==> src/rtl/mem_arb_pkg.sv <==
// Shared types and helpers for the IF/DM memory arbiter.
package mem_arb_pkg;

    typedef enum logic {
        IDLE,
        RD_WAIT
    } state_t;

    typedef enum logic {
        REQ_IF = 1'b0,
        REQ_DM = 1'b1
    } req_id_e;

    localparam int unsigned MEM_LAT_DEFAULT   = 1;
    localparam int unsigned LAT_CNT_W_DEFAULT = $clog2(MEM_LAT_DEFAULT + 1);

    // Width of the read-latency counter; never narrower than one bit.
    function automatic int lat_cnt_w(input int lat);
        return (lat < 1) ? 1 : $clog2(lat + 1);
    endfunction

endpackage

==> src/rtl/mem_arb_rr2.sv <==
// Combinational 2-way round-robin picker; the last-winner register lives in the parent.
module mem_arb_rr2
    import mem_arb_pkg::*;
(
    input  logic [1:0] i_req,
    input  req_id_e    i_last,
    output logic [1:0] o_gnt,
    output req_id_e    o_winner
);

    always_comb begin
        o_winner = REQ_IF;
        case (i_req)
            2'b01:   o_winner = REQ_IF;
            2'b10:   o_winner = REQ_DM;
            2'b11:   o_winner = (i_last == REQ_IF) ? REQ_DM : REQ_IF;
            default: o_winner = REQ_IF;
        endcase
        o_gnt = {(o_winner == REQ_DM), (o_winner == REQ_IF)} & {2{|i_req}};
    end

endmodule

==> src/rtl/mem_arbiter.sv <==
// Shares one single-port memory between instruction fetch and data access,
// one outstanding fixed-latency read at a time, round-robin on ties.
module mem_arbiter
    import mem_arb_pkg::*;
#(
    parameter int AWIDTH  = 32,
    parameter int DWIDTH  = 32,
    parameter int MEM_LAT = 1
) (
    input  logic              clk,
    input  logic              rst,
    input  logic              if_req_i,
    input  logic [AWIDTH-1:0] if_addr_i,
    output logic              if_gnt_o,
    output logic              if_rvalid_o,
    output logic [DWIDTH-1:0] if_rdata_o,
    input  logic              dm_req_i,
    input  logic              dm_we_i,
    input  logic [AWIDTH-1:0] dm_addr_i,
    input  logic [DWIDTH-1:0] dm_wdata_i,
    output logic              dm_gnt_o,
    output logic              dm_rvalid_o,
    output logic [DWIDTH-1:0] dm_rdata_o,
    output logic [AWIDTH-1:0] mem_addr_o,
    output logic [DWIDTH-1:0] mem_data_o,
    output logic              mem_read_en_o,
    output logic              mem_write_en_o,
    input  logic [DWIDTH-1:0] mem_data_i,
    output logic              busy_o
);

    localparam int CNT_W = lat_cnt_w(MEM_LAT);

    if (MEM_LAT < 1) begin : g_lat_chk
        $error("mem_arbiter: MEM_LAT must be >= 1");
    end

    state_t            r_state, w_state_nxt;
    logic [CNT_W-1:0]  r_cnt;
    req_id_e           r_rr_last, r_owner, w_winner;
    logic [1:0]        w_req, w_gnt;
    logic              w_rd_start, w_rd_done;
    logic              r_if_rvalid, r_dm_rvalid;
    logic [DWIDTH-1:0] r_if_rdata, r_dm_rdata;

    // Requests are masked during reset so no grant escapes while rst is low.
    assign w_req     = {dm_req_i, if_req_i} & {2{rst}};
    assign w_rd_done = (r_state == RD_WAIT) && (r_cnt == CNT_W'(1));

    mem_arb_rr2 u_rr2 (
        .i_req    (w_req),
        .i_last   (r_rr_last),
        .o_gnt    (w_gnt),
        .o_winner (w_winner)
    );

    always_comb begin
        w_state_nxt    = r_state;
        w_rd_start     = 1'b0;
        if_gnt_o       = 1'b0;
        dm_gnt_o       = 1'b0;
        mem_addr_o     = '0;
        mem_data_o     = '0;
        mem_read_en_o  = 1'b0;
        mem_write_en_o = 1'b0;
        case (r_state)
            IDLE: begin
                if (|w_gnt) begin
                    if_gnt_o = w_gnt[0];
                    dm_gnt_o = w_gnt[1];
                    if (w_winner == REQ_DM) begin
                        mem_addr_o = dm_addr_i;
                        if (dm_we_i) begin
                            mem_write_en_o = 1'b1;
                            mem_data_o     = dm_wdata_i;
                        end else begin
                            w_rd_start = 1'b1;
                        end
                    end else begin
                        mem_addr_o = if_addr_i;
                        w_rd_start = 1'b1;
                    end
                    mem_read_en_o = w_rd_start;
                    if (w_rd_start) w_state_nxt = RD_WAIT;
                end
            end
            RD_WAIT: if (w_rd_done) w_state_nxt = IDLE;
            default: w_state_nxt = IDLE;
        endcase
    end

    always_ff @(posedge clk or negedge rst) begin
        if (!rst) r_state <= IDLE;
        else      r_state <= w_state_nxt;
    end

    always_ff @(posedge clk or negedge rst) begin
        if (!rst) begin
            r_cnt       <= '0;
            r_rr_last   <= REQ_IF;
            r_owner     <= REQ_IF;
            r_if_rvalid <= 1'b0;
            r_dm_rvalid <= 1'b0;
            r_if_rdata  <= '0;
            r_dm_rdata  <= '0;
        end else begin
            r_if_rvalid <= 1'b0;
            r_dm_rvalid <= 1'b0;
            if (r_state == IDLE && |w_gnt) begin
                r_rr_last <= w_winner;
                if (w_rd_start) begin
                    r_cnt   <= CNT_W'(MEM_LAT);
                    r_owner <= w_winner;
                end
            end else if (r_state == RD_WAIT) begin
                r_cnt <= r_cnt - CNT_W'(1);
                if (w_rd_done) begin
                    if (r_owner == REQ_IF) begin
                        r_if_rvalid <= 1'b1;
                        r_if_rdata  <= mem_data_i;
                    end else begin
                        r_dm_rvalid <= 1'b1;
                        r_dm_rdata  <= mem_data_i;
                    end
                end
            end
        end
    end

    assign if_rvalid_o = r_if_rvalid;
    assign dm_rvalid_o = r_dm_rvalid;
    assign if_rdata_o  = r_if_rdata;
    assign dm_rdata_o  = r_dm_rdata;
    assign busy_o      = (r_state == RD_WAIT);

endmodule

==> config.mk <==
export PLATFORM = sky130hd
export DESIGN_NAME = mem_arbiter
export DESIGN_NICKNAME = d
export VERILOG_FILES = /design/src/rtl/mem_arb_pkg.sv /design/src/rtl/mem_arb_rr2.sv /design/src/rtl/mem_arbiter.sv
export SDC_FILE = /design/constraint.sdc
export NUM_CORES = 1
export LEC_CHECK = 0
export BUFFER_PORTS_ARGS = -buffer_cell sky130_fd_sc_hd__buf_2
export CORE_AREA = 2 2 105 107
export DETAILED_ROUTE_END_ITERATION = 12
export DIE_AREA = 0 0 107 109
export GPL_ROUTABILITY_DRIVEN = 0
export PLACE_DENSITY = 0.66
export SLEW_MARGIN = 25
export SYNTH_ARGS = -nofsm -noshare
export SYNTH_HDL_FRONTEND = slang
export SYNTH_SLANG_ARGS = --single-unit
==> constraint.sdc <==
create_clock -name clk -period 3.25 [get_ports clk]
set_input_delay 0.65 -clock clk [delete_from_list [all_inputs] [get_ports clk]]
set_output_delay 0.65 -clock clk [all_outputs]
set_load 0.02 [all_outputs]
==> impl_metrics.csv, run 1 <==
group,metric,value,unit
power,cellLeakagePower,2.67,nW
timing,setup_tns,0,ps
routing,via_count,3007,
yosys,netlist_top_cells_area,"dfrtp_1, mux2_2, a22o_1",
grt,grt-ovfl-total,0,
yosys,syn_nets,370,
clock_network,cts_max_level,3,
clock_network,cts_tree,"yes",
yosys,syn_inst,237,
floorplan,die_area,11700,sq um
setup_path,startpoint_type,"flip-flop",
yosys,seq_area_frac_synth,0.549,
status,outcome,"finished clean",
yosys,synth_cell_types,21,
routing,wl,11600,um
setup_path,worstPathArrival,2030,ps
floorplan,num_rows,38,
place,dp.cells,633,
routing,drcViolationCount,0,
final_layout,finalInstanceArea,4880,sq um
routing,wl_per_cell,17.8,um
clock_network,clkLatencyLatePin,340,ps
clock_network,cts_max_path_buffers,2,
grt,grt_first_pass_wirelength,16300,um
yosys,syn_avg_cell_area,13.5,sq um
final_layout,fin_nets,637,
grt,grt_use_total,0.187,
setup_path,worst-path-max-fanout,36,
clock_network,cts_resized,0,
clock_network,root_buffer,"clkbuf_8",
setup_path,cp_top_family,"buffers and inverters",
timing,rsz0062_at_grt,"false",
clock_network,hold_buffers,0,
yosys,ys_seq_elements,70,
timing,relSlewSlack,0.423,
power,power,4.48,mW
setup_path,critical_path_depth,6,
grt,grt_max_degree,71,
floorplan,ios,268,
power,ir_worst_vdd,505,uV
timing,whs,502,ps
timing,min_period,2680,ps
floorplan,die_w,107,um
routing,first_iter_violations,132,
setup_path,crit_required,2600,ps
grt,grt_antenna_before_repair,0,
clock_network,clk_pin_slew_worst_paths,70,ps
setup_path,cp_slowest_cell,"dfrtp_1",
final_layout,fillCellCount,1007,
setup_path,slowest_delay,480,ps
clock_network,clkSinkCount,70,
yosys,yosysTopAreaCellShare,0.549,
power,p_per_area,917,nW/um^2
final_layout,stdcell_count,649,
yosys,synth_warnings,0,
routing,final_antenna_net_count,0,
floorplan,core-area,10600,sq um
final_layout,layout-area-overhead-vs-synth,53.0,%
timing,fmax,374,MHz
setup_path,reg2regPathDepth,3,
place,numPortBuffers,267,
clock_network,cts_buffers,9,
clock_network,cts_setup_buffers,0,
place,dpl_cell_area,4660,sq um
timing,clock_skew,12.3,ps
timing,hold_viol_final,0,
yosys,synth_top_cell_by_area,"dfrtp_1",
setup_path,cp-end-kind,"output port",
run,maxCapViolations,0,
hold_path,hold_path_depth,1,
final_layout,diodes,0,
routing,first_pass_iters,4,
timing,finalMaxSlewViolations,0,
setup_path,worst-path-buf-inv,3,
timing,worst_slew_pin_slew,866,ps
final_layout,drive_gt1_frac,0.695,
setup_path,crit_chain,"nor2b_1, buf_4, and3_1, buf_4, a22o_1, buf_2",
hold_path,hp-class,"flip-flop to flip-flop",
yosys,synth_area,3190,sq um
setup_path,cpMostUsedCell,"buf_4",
timing,finalSetupViolCount,0,
floorplan,start_util,0.301,
grt,grt_pass1_vias,2942,
place,hpwlAfterDp,9060,um
routing,via_per_inst,4.63,
floorplan,die_h,109,um
timing,finalCritPeriodShare,0.824,
setup_path,critical_path_class,"flip-flop to output port",
-- flip-flops by register name (all words and copies together) (netlist names) --
register     count
r_owner          1
r_rr_last        1
r_cnt            1
dm_rdata_o      32
if_rdata_o      32
if_rvalid_o      1
busy_o           1
dm_rvalid_o      1
-- through the flow --
step	util	setup WS, ps
after floorplan	-	947
after global placement	0.440	642
after detailed placement	0.440	632
after CTS	0.461	515
after global routing	0.461	408
final	0.461	573
-- routing by layer --
| metal | up-vias | routed length (um) | global-route usage | share of wire |
|---|---|---|---|---|
| met4 | 0 | 231 | 0.0659 | 0.020 |
| met3 | 18 | 1310 | 0.0867 | 0.11 |
| li1 | 1381 | - | - | - |
| met1 | 1453 | 4470 | 0.209 | 0.39 |
| met2 | 155 | 5550 | 0.314 | 0.48 |
| met5 | - | 0 | 0 | 0 |
-- cell type report --
| class | instances | area (sq um) | area share |
|---|---|---|---|
| tap | 140 | 175 | 0.0359 |
| multi-input combinational | 146 | 1320 | 0.271 |
| inverter | 3 | 11.3 | 0.00231 |
| clock buffer | 10 | 128 | 0.0261 |
| timing repair buffer | 274 | 1400 | 0.287 |
| clock inverter | 6 | 93.8 | 0.0192 |
| sequential | 70 | 1750 | 0.359 |
-- path summary, 6_finish.rpt --
path	start	to	slack [ps]
max in group asynchronous	rst	dm_rdata_o[6]	2160
max	busy_o	mem_addr_o[29]	570
min in group asynchronous	rst	if_rdata_o[4]	540
min	if_rdata_o[1]	if_rdata_o[1]	500
min reg2reg	if_rdata_o[1]	if_rdata_o[1]	500
max reg2reg	busy_o	if_rdata_o[22]	1470
-- synth_stat cells --
| master | count |
|---|---|
| a21oi_1 | 3 |
| buf_6 | 3 |
| and3_1 | 2 |
| clkbuf_1 | 2 |
| nand3_1 | 1 |
| buf_2 | 11 |
| a21boi_1 | 1 |
| inv_1 | 3 |
| buf_4 | 2 |
| dfrtp_1 | 70 |
| mux2_2 | 64 |
| nand3b_1 | 1 |
| a221o_1 | 1 |
| a211o_1 | 1 |
| a31oi_1 | 1 |
| nor2b_1 | 3 |
| a22o_1 | 32 |
| nand2b_1 | 1 |
| nor2_1 | 1 |
| xor2_1 | 1 |
| and2_1 | 33 |
-- cell families (layout without fill, tap and decap cells) --
group	Yosys count	in the layout	synth area share
DFF	70	70	0.549
muxes	64	64	0.226
and+or+nand+nor	42	42	0.0815
AOI/OAI and AO/OA	39	39	0.103
buffers and inverters	21	293	0.0384
xor gates and xnor gates	1	1	0.00274
-- report_power, final --
part           switching, mW  leakage, nW  internal (mW)  total (mW)
clock                  0.353        0.107          0.439       0.792
combinational           1.23         1.74          0.919        2.15
sequential             0.224        0.820           1.31        1.54
total                   1.81         2.67           2.67        4.48
-- worst reg2reg max path: stages (launching register included) --
cell and delay (ps):
dfrtp_1 500, nand3b_1 500, buf_12 380, mux2_2 290
-- cells in the final DEF, fill, tap and decap left out, types with 2 or more instances in the layout --
master,Yosys,final
clkbuf_8,0,9
a21oi_1,3,3
bufinv_16,0,2
dfrtp_1,70,70
a22o_1,32,32
buf_2,11,267
nor2b_1,3,3
inv_6,0,2
and2_1,33,33
mux2_2,64,64
buf_4,2,6
and3_1,2,2
inv_1,3,3
Note: power is estimated with default switching activity, not from simulation.
==> inputs of run 2 (changes only) <==
PLACE_DENSITY = 0.68   (was 0.66)
clock period = 2.3 ns   (was 3.25 ns; I/O delays follow)
==> run 2 against run 1 <==
  * Total power grew 38%
  * Setup slack lost 470 ps
  * Critical endpoint is now mem_addr_o[25]
  * Critical path type unchanged
  * Cell area grew 1.8%
  * Non-clock buffer count grew 7
  * First-iteration DRC count grew 20%
  * Final cell count grew 0.92%
  * Combinational power grew 47%
  * Utilization grew 0.84 points
  * Global-route usage shrank 1.1 points
==> impl_metrics.csv, run 2 (synthesis results as in run 1) <==
group,metric,value,unit
status,outcome,"finished clean",
setup_path,worst-path-max-fanout,36,
clock_network,clk_pin_slew_worst_paths,80,ps
clock_network,clkLatencyLatePin,330,ps
setup_path,worst-path-buf-inv,2,
clock_network,root_buffer,"clkbuf_8",
floorplan,core-area,10600,sq um
timing,min_period,2200,ps
timing,clock_skew,6.57,ps
timing,fmax,455,MHz
grt,grt_pass1_vias,2931,
final_layout,layout-area-overhead-vs-synth,55.8,%
clock_network,cts_max_level,3,
timing,finalCritPeriodShare,0.955,
routing,drcViolationCount,0,
grt,grt_use_total,0.175,
timing,finalSetupViolCount,0,
floorplan,num_rows,38,
final_layout,mostFrequentLayoutCells,"buf_2, dfrtp_1, mux2_2",
routing,first_iter_violations,158,
routing,wl_per_cell,17.2,um
setup_path,worstReg2RegEnd,"if_rdata_o[5]",
setup_path,r2r-start,"busy_o",
setup_path,cp_top_family,"flip-flops",
power,p_per_area,1240,nW/um^2
floorplan,die_area,11700,sq um
timing,worst_slew_pin_slew,863,ps
setup_path,startpoint_type,"flip-flop",
place,hpwlAfterDp,8590,um
place,numPortBuffers,267,
timing,finalMaxSlewViolations,0,
floorplan,die_w,107,um
final_layout,final_core_util,0.469,
setup_path,critical_path_class,"flip-flop to output port",
hold_path,hp-class,"input port to asynchronous set/reset pin",
grt,grt_first_pass_wirelength,15200,um
power,cellLeakagePower,2.71,nW
routing,wl,11300,um
routing,final_antenna_net_count,0,
timing,hold_viol_final,0,
floorplan,start_util,0.301,
routing,via_count,3029,
setup_path,cp-end-kind,"output port",
final_layout,drive_gt1_frac,0.717,
place,dp.cells,634,
floorplan,ios,268,
routing,first_pass_iters,5,
run,maxCapViolations,0,
timing,rsz0062_at_grt,"false",
setup_path,worstPathArrival,1740,ps
floorplan,die_h,109,um
timing,relSlewSlack,0.425,
grt,grt-ovfl-total,0,
clock_network,cts_max_path_buffers,2,
setup_path,slowest_delay,420,ps
grt,grt_antenna_before_repair,0,
setup_path,crit_required,1840,ps
setup_path,crit_chain,"nand2b_1, and3_1, buf_12, a22o_4, buf_2",
timing,setup_tns,0,ps
grt,grt_max_degree,71,
setup_path,reg2reg_slack,570,ps
final_layout,stdcell_count,655,
setup_path,reg2regPathDepth,5,
clock_network,hold_buffers,0,
final_layout,fin_nets,644,
final_layout,diodes,0,
final_layout,layout_commonest_cell,"buf_2",
clock_network,clkSinkCount,70,
clock_network,cts_buffers,9,
routing,via_per_inst,4.62,
setup_path,cp_slowest_cell,"dfrtp_1",
power,ir_worst_vdd,732,uV
clock_network,cts_tree,"yes",
## run 2: changes by cell type in the layout (fill, tap and decap cells not counted), moves of 2 or more
cell,previous run,this run
a22o_1,32,28
a22o_4,0,4
buf_4,6,10
clkinv_2,0,3
buf_12,1,3
bufinv_16,2,0
## run 2: worst reg2reg max path, delay by kind of cell, from the launching register on
family / cells / cell delay, ps
mux: 1 / 410
simple gates: 1 / 70
buf+inv: 3 / 690
flops: 1 / 440
## run 2: area by class of cell
| cell class | instances | area, sq um |
|---|---|---|
| Fill cell | 981 | 5630 |
| Sequential cell | 70 | 1750 |
| Timing Repair Buffer | 281 | 1500 |
| Multi-Input combinational cell | 146 | 1370 |
| Tap cell | 140 | 175 |
| Clock buffer | 9 | 124 |
| Clock inverter | 6 | 38.8 |
| Inverter | 3 | 11.3 |
## run 2: worst max-delay path by stage
stage | from | end | slack (ps) | depth (start not counted)
final | r_rr_last | mem_addr_o[25] | 100 | 5
after global routing | busy_o | mem_addr_o[19] | 10 | 5
after CTS | busy_o | mem_data_o[6] | 30 | 6
after detailed placement | rst | mem_addr_o[28] | 50 | 6
after global placement | rst | mem_addr_o[28] | 70 | 6
after floorplan | busy_o | mem_addr_o[23] | 360 | 6
## run 2: repair_timing
action | CTS | global route
gates cloned | 0 | 1
setup buffers | 0 | 5
endpoints found under the setup margin | 65 | 64
gates resized for setup | 7 | 3
## run 2: power by group
| group | switching, mW | total [mW] | internal [mW] |
|---|---|---|---|
| clock | 0.477 | 0.860 | 0.383 |
| sequential | 0.309 | 2.17 | 1.86 |
| combinational | 1.79 | 3.15 | 1.37 |
| total | 2.57 | 6.18 | 3.61 |
## run 2: stage by stage
step	hold WS (ps)	worst slack [ps]	cell area [sq um]	power (mW)
CTS	348	29.9	4900	6.21
finish	365	103	4970	6.18
detailed placement	488	55.0	4690	5.29
global placement	484	72.8	4690	5.19
global route	352	12.5	4970	6.56
floorplan	164	362	3190	4.12
## run 2: routing by layer
| layer | vias to the layer above | global-route usage | share of wire |
|---|---|---|---|
| met5 | - | 0 | 0 |
| li1 | 1394 | - | - |
| met4 | 0 | 0.0816 | 0.034 |
| met1 | 1469 | 0.186 | 0.37 |
| met2 | 149 | 0.323 | 0.52 |
| met3 | 17 | 0.0490 | 0.073 |
